**config.mk**
```make
export PLATFORM = sky130hd
export DESIGN_NAME = frame_decoder
export DESIGN_NICKNAME = d
export VERILOG_FILES = /design/src/rtl/frame_decoder_pkg.sv /design/src/rtl/frame_decoder_bit_deserializer.sv /design/src/rtl/frame_decoder.sv
export SDC_FILE = /design/constraint.sdc
export NUM_CORES = 1
export LEC_CHECK = 0
export BUFFER_PORTS_ARGS = -buffer_cell sky130_fd_sc_hd__buf_4
export CAP_MARGIN = 20
export CORE_UTILIZATION = 40
export CTS_CLUSTER_SIZE = 14
export DETAILED_ROUTE_END_ITERATION = 8
export PLACE_DENSITY = 0.66
export REMOVE_ABC_BUFFERS = 1
export SYNTH_ARGS = -nofsm -noshare
export SYNTH_HDL_FRONTEND = slang
export SYNTH_SLANG_ARGS = --single-unit
```
**constraint.sdc**
```tcl
create_clock -name clk -period 2.5 [get_ports clk]
set_input_delay 0 -clock clk [delete_from_list [all_inputs] [get_ports clk]]
set_output_delay 0 -clock clk [all_outputs]
set_load 0.05 [all_outputs]
```
**src/rtl/frame_decoder_pkg.sv**
```systemverilog
// rtl/frame_decoder_pkg.sv - shared framing definitions for encoder and decoder
package frame_decoder_pkg;

  typedef enum logic [2:0] {
    IDLE_CNT = 3'd0,
    ARMED    = 3'd1,
    SYNC_CHK = 3'd2,
    LEN      = 3'd3,
    PAYLOAD  = 3'd4
  } state_e;

  localparam int         DEF_MIN_IDLE = 80;
  localparam logic [7:0] DEF_SYNC     = 8'hD5;
  localparam int         DEF_MAX_LEN  = 20;

endpackage

```
**src/rtl/frame_decoder_bit_deserializer.sv**
```systemverilog
// rtl/frame_decoder_bit_deserializer.sv - MSB-first shift register and bit counter
module frame_decoder_bit_deserializer (
  input  logic       clk,
  input  logic       reset_n,
  input  logic       din,
  input  logic       bit_valid,
  input  logic       clear,
  output logic [7:0] rx_byte,
  output logic       byte_ready
);

  logic [7:0] shift_q, shift_d;
  logic [2:0] bit_cnt_q, bit_cnt_d;

  always_comb begin
    shift_d   = shift_q;
    bit_cnt_d = bit_cnt_q;
    if (bit_valid) begin
      shift_d = {shift_q[6:0], din};
    end
    // Counter wraps 7 -> 0 so consecutive bytes need no explicit restart.
    if (clear) begin
      bit_cnt_d = 3'd0;
    end else if (bit_valid) begin
      bit_cnt_d = bit_cnt_q + 3'd1;
    end
  end

  assign rx_byte    = {shift_q[6:0], din};
  assign byte_ready = bit_valid && !clear && (bit_cnt_q == 3'd7);

  always_ff @(posedge clk or negedge reset_n) begin
    if (!reset_n) begin
      shift_q   <= 8'd0;
      bit_cnt_q <= 3'd0;
    end else begin
      shift_q   <= shift_d;
      bit_cnt_q <= bit_cnt_d;
    end
  end

endmodule

```
**src/rtl/frame_decoder.sv**
```systemverilog
// rtl/frame_decoder.sv - serial frame locator delivering payload bytes with sof/eof
module frame_decoder
  import frame_decoder_pkg::*;
#(
  parameter int         MIN_IDLE = DEF_MIN_IDLE,
  parameter logic [7:0] SYNC     = DEF_SYNC,
  parameter int         MAX_LEN  = DEF_MAX_LEN
) (
  input  logic       clk,
  input  logic       reset_n,
  input  logic       din,
  input  logic       bit_valid,
  output logic [7:0] dout,
  output logic       dout_valid,
  output logic       sof,
  output logic       eof,
  output logic       frame_done,
  output logic       len_err
);

  localparam logic [7:0] MIN_IDLE_B = 8'(MIN_IDLE);
  localparam logic [7:0] MAX_LEN_B  = 8'(MAX_LEN);

  state_e     state_q, state_d;
  logic [7:0] zero_run_q, zero_run_d;
  logic [7:0] byte_cnt_q, byte_cnt_d;
  logic       first_q, first_d;
  logic [7:0] dout_q, dout_d;
  logic       dout_valid_q, dout_valid_d;
  logic       sof_q, sof_d;
  logic       eof_q, eof_d;
  logic       frame_done_q, frame_done_d;
  logic       len_err_q, len_err_d;

  logic       clear;
  logic [7:0] rx_byte;
  logic       byte_ready;

  frame_decoder_bit_deserializer u_deser (
    .clk        (clk),
    .reset_n    (reset_n),
    .din        (din),
    .bit_valid  (bit_valid),
    .clear      (clear),
    .rx_byte    (rx_byte),
    .byte_ready (byte_ready)
  );

  always_comb begin
    state_d      = state_q;
    zero_run_d   = zero_run_q;
    byte_cnt_d   = byte_cnt_q;
    first_d      = first_q;
    dout_d       = dout_q;
    dout_valid_d = 1'b0;
    sof_d        = 1'b0;
    eof_d        = 1'b0;
    frame_done_d = 1'b0;
    len_err_d    = 1'b0;
    clear        = 1'b0;

    case (state_q)
      IDLE_CNT: begin
        clear = 1'b1;
        if (bit_valid) begin
          if (din) begin
            zero_run_d = 8'd0;
          end else begin
            if (zero_run_q < MIN_IDLE_B) begin
              zero_run_d = zero_run_q + 8'd1;
            end
            if (zero_run_d == MIN_IDLE_B) begin
              state_d = ARMED;
            end
          end
        end
      end
      ARMED: begin
        // The leading 1 of SYNC is counted as bit 1 of the sync window.
        clear = !din;
        if (bit_valid && din) begin
          state_d = SYNC_CHK;
        end
      end
      SYNC_CHK: begin
        if (byte_ready) begin
          if (rx_byte == SYNC) begin
            state_d = LEN;
          end else begin
            state_d    = IDLE_CNT;
            zero_run_d = 8'd0;
          end
        end
      end
      LEN: begin
        if (byte_ready) begin
          if (rx_byte == 8'd0) begin
            frame_done_d = 1'b1;
            state_d      = IDLE_CNT;
            zero_run_d   = 8'd0;
          end else if (rx_byte > MAX_LEN_B) begin
            len_err_d  = 1'b1;
            state_d    = IDLE_CNT;
            zero_run_d = 8'd0;
          end else begin
            byte_cnt_d = rx_byte;
            first_d    = 1'b1;
            state_d    = PAYLOAD;
          end
        end
      end
      PAYLOAD: begin
        if (byte_ready) begin
          dout_d       = rx_byte;
          dout_valid_d = 1'b1;
          sof_d        = first_q;
          first_d      = 1'b0;
          byte_cnt_d   = byte_cnt_q - 8'd1;
          if (byte_cnt_q == 8'd1) begin
            eof_d        = 1'b1;
            frame_done_d = 1'b1;
            state_d      = IDLE_CNT;
            zero_run_d   = 8'd0;
          end
        end
      end
      default: begin
        clear      = 1'b1;
        state_d    = IDLE_CNT;
        zero_run_d = 8'd0;
        byte_cnt_d = 8'd0;
        first_d    = 1'b0;
      end
    endcase
  end

  always_ff @(posedge clk or negedge reset_n) begin
    if (!reset_n) begin
      state_q      <= IDLE_CNT;
      zero_run_q   <= 8'd0;
      byte_cnt_q   <= 8'd0;
      first_q      <= 1'b0;
      dout_q       <= 8'd0;
      dout_valid_q <= 1'b0;
      sof_q        <= 1'b0;
      eof_q        <= 1'b0;
      frame_done_q <= 1'b0;
      len_err_q    <= 1'b0;
    end else begin
      state_q      <= state_d;
      zero_run_q   <= zero_run_d;
      byte_cnt_q   <= byte_cnt_d;
      first_q      <= first_d;
      dout_q       <= dout_d;
      dout_valid_q <= dout_valid_d;
      sof_q        <= sof_d;
      eof_q        <= eof_d;
      frame_done_q <= frame_done_d;
      len_err_q    <= len_err_d;
    end
  end

  assign dout       = dout_q;
  assign dout_valid = dout_valid_q;
  assign sof        = sof_q;
  assign eof        = eof_q;
  assign frame_done = frame_done_q;
  assign len_err    = len_err_q;

endmodule

```
==> results.py <==
metrics = {
    "outcome": {
        "status": "finished clean",
    },
    "timing": {
        "tightest_slew_ns": 0.5306,
        "fin_skew_ns": 0.01125,
        "rsz0062_at_grt": "no",
        "slew_headroom_pct": 64.63,
        "fin_crit_ns": 2.128,
        "setup-tns-final_ns": 0,
        "maxClockFrequency_mhz": 470.0,
        "timing.final.max_slew_violations": 0,
        "period_share_pct": 85.11,
        "worst_hold_slack_ns": 0.1015,
        "hold_viol_final": 0,
        "setup_viol": 0,
    },
    "synthesis": {
        "yosys.area.top_type_share_pct": 46.26,
        "netlist_area_um2": 2326,
        "synth_area_leaders": "dfrtp_1 46%, nand2_1 5.8%, mux2_2 3.4%",
        "synth_top_area_cell": "dfrtp_1",
        "synthFlopType": "dfrtp_1",
        "yosys_warnings": 0,
        "synth_edf_count": 0,
        "synth.avg_cell_area_um2": 9.732,
        "yosys_register_bits": 43,
        "ys_seq_area_share_pct": 46.26,
        "synthCells": 239,
        "ys_types": 52,
        "async_flop_share_pct": 100.0,
    },
    "critical_path": {
        "crit_buf_inv": 0,
        "crit_path_cell_trace": "or3b_1, a31oi_1, a31o_4, or3_4, a211o_1",
        "crit_arrival_ns": 2.31,
        "critPathMaxFanout": 15,
        "critical-path-max-stage-delay_ns": 0.57,
        "required_ns": 2.68,
        "crit_type": "register to register",
        "worstSetupStartpointType": "register",
        "slowest_stage": "dfrtp_1",
        "critPathTopFamily": "simple AND/OR/NAND/NOR gates",
        "cp-end-kind": "register",
    },
    "routing": {
        "ant_nets": 0,
        "vias": 1842,
        "drt-total-wl_mm": 4.714,
        "avgRoutedWirePerCell_um": 14.28,
        "remaining_drc_errors": 0,
        "dr.pass1.iters": 4,
        "via_per_inst": 5.582,
        "drt_iter0_drc": 173,
    },
    "layout": {
        "diodes": 0,
        "mostFrequentLayoutCell": "dfrtp_1",
        "fin_area_um2": 2650,
        "nets": 266,
        "area_delta_synth_final_pct": 13.93,
        "layout_common_cells": "43 x dfrtp_1, 36 x nand2_1, 22 x buf_4",
        "layout-drive-gt1-share_pct": 18.99,
        "nFillCells": 540,
        "final_util_pct": 47.83,
    },
    "placement": {
        "portBuffers": 16,
        "hpwl_mm": 3.331,
        "gp_congestion": 0.8387,
        "placed_area_um2": 2517,
    },
    "clock_tree": {
        "clk_pin_slew_worst_paths_ns": 0.08,
        "postCtsSetupBuffers": 0,
        "cts_htree_levels": 2,
        "cts_buffer_depth": 2,
        "cts_tree": "yes",
        "numCtsBuffers": 5,
        "clock_latency_ns": 0.30,
        "cts_root_buffer": "clkbuf_8",
        "clock-sinks": 43,
    },
    "power": {
        "p_sw_w": 0.0006029,
        "power_leakage_nw": 1.216,
        "seqPwrFrac_pct": 46.9,
        "p_sw_share_pct": 31.98,
        "p_int_w": 0.001282,
        "pwr-share-comb_pct": 24.4,
        "p_per_area_nw_per_um2": 711.4,
        "power.share.clock_pct": 28.7,
        "peakVddDrop_mv": 0.4567,
    },
    "min_path": {
        "hp-class": "input pin to register",
    },
    "die": {
        "pin_count": 17,
        "core_um2": 5540,
        "dieHeight_um": 78.26,
        "die_area_um2": 6124,
        "placementRows": 27,
        "die_w_um": 78.26,
        "start_util_pct": 41.98,
    },
    "global_routing": {
        "antenna_found_initial": 0,
        "grt_pass1_vias": 1811,
        "grt_use_total_pct": 17.26,
        "grt_overflow": 0,
        "grt_max_degree": 44,
        "grt_pass1_wl_mm": 8.335,
    },
    "run": {
        "cap_viol_max_count": 0,
    },
}
routing by layer:
layer  GRT usage, %  share of wire [%]
met5              0                  0
met4          5.185               0.98
met3          4.535                4.8
met2          26.75                 45
met1          23.67                 50
path summary, 6_finish.rpt:
kind	cells after the start	from	to	slack [ns]
setup / recovery	5	state_q[0]$_DFFE_PN0P_	zero_run_q[1]$_DFFE_PN0P_	0.37
hold / removal	3	bit_valid	u_deser.bit_cnt_q[0]$_DFFE_PN0P_	0.10
setup reg to reg	5	state_q[0]$_DFFE_PN0P_	zero_run_q[1]$_DFFE_PN0P_	0.37
hold reg to reg	1	first_q$_DFFE_PN0P_	first_q$_DFFE_PN0P_	0.48
max in group asynchronous	2	reset_n	first_q$_DFFE_PN0P_	1.91
min in group asynchronous	2	reset_n	u_deser.shift_q[5]$_DFFE_PN0P_	0.23
Yosys cell counts (all sizes together), types with 3 or more instances:
cell,number
buf,5
o21a,4
clkbuf,8
a21o,3
and3,4
o21ai,15
dfrtp,43
nor4,7
mux2,7
a31oi,3
nand4,5
o41ai,7
nor3b,4
or2,3
nor2b,3
a21oi,8
inv,9
nand4b,3
nand2,36
nor2,16
nor3,4
mux2i,4
ha,5
nand3,4
state kept, by name, indices dropped and copies added (netlist names):
| signal | flops |
|---|---|
| byte_cnt_q | 8 |
| dout | 8 |
| zero_run_q | 8 |
| u_deser.shift_q | 7 |
| state_q | 3 |
| u_deser.bit_cnt_q | 3 |
| dout_valid | 1 |
| eof | 1 |
| first_q | 1 |
| frame_done | 1 |
| len_err | 1 |
| sof | 1 |
power groups by stage:
stage,logic [W],registers (W),clock network (W)
detailed placement,0.000458,0.000897,0
finish,0.000460,0.000884,0.000541
global route,0.000516,0.000902,0.000578
global placement,0.000452,0.000894,0
CTS,0.000463,0.000883,0.000555
floorplan,0.000353,0.000863,0
layout make-up:
type / count / area [um^2] / area share (%)
flip-flops and latches: 43 / 1076 / 40.60
multi-input cells: 174 / 1152 / 43.48
repair buffers: 24 / 185.2 / 6.988
clock inverters: 3 / 43.79 / 1.653
inverters: 9 / 33.78 / 1.275
clock buffers: 5 / 68.82 / 2.597
well taps: 72 / 90.09 / 3.399
worst reg2reg max path: cells and delay by family (launching register included):
kind / cells / cell delay (ns)
AOI/OAI and AO/OA: 3 / 0.68
DFF: 1 / 0.57
and+or+nand+nor: 2 / 0.76
cells by family after synthesis:
| kind of cell | share of synthesized area [%] |
|---|---|
| xor+xnor | 0.7532 |
| compound gates | 17.97 |
| flops | 46.26 |
| mux | 5.111 |
| simple gates | 23.02 |
| fa+ha+maj | 2.690 |
| buf+inv | 4.196 |
timing repair:
action,CTS,global route
hold endpoints to repair,44,0
resized for setup,0,0
hold buffers,2,0
through the flow:
stage / std cells / total power [W] / setup WS, ns
after floorplan: 226 / 0.001216 / 0.5856
after global placement: 320 / 0.001346 / 0.4381
after detailed placement: 320 / 0.001354 / 0.3854
after CTS: 330 / 0.001901 / 0.3717
after global routing: 330 / 0.001995 / 0.2289
final: 330 / 0.001885 / 0.3722
Power figures use the tool's default switching activity.
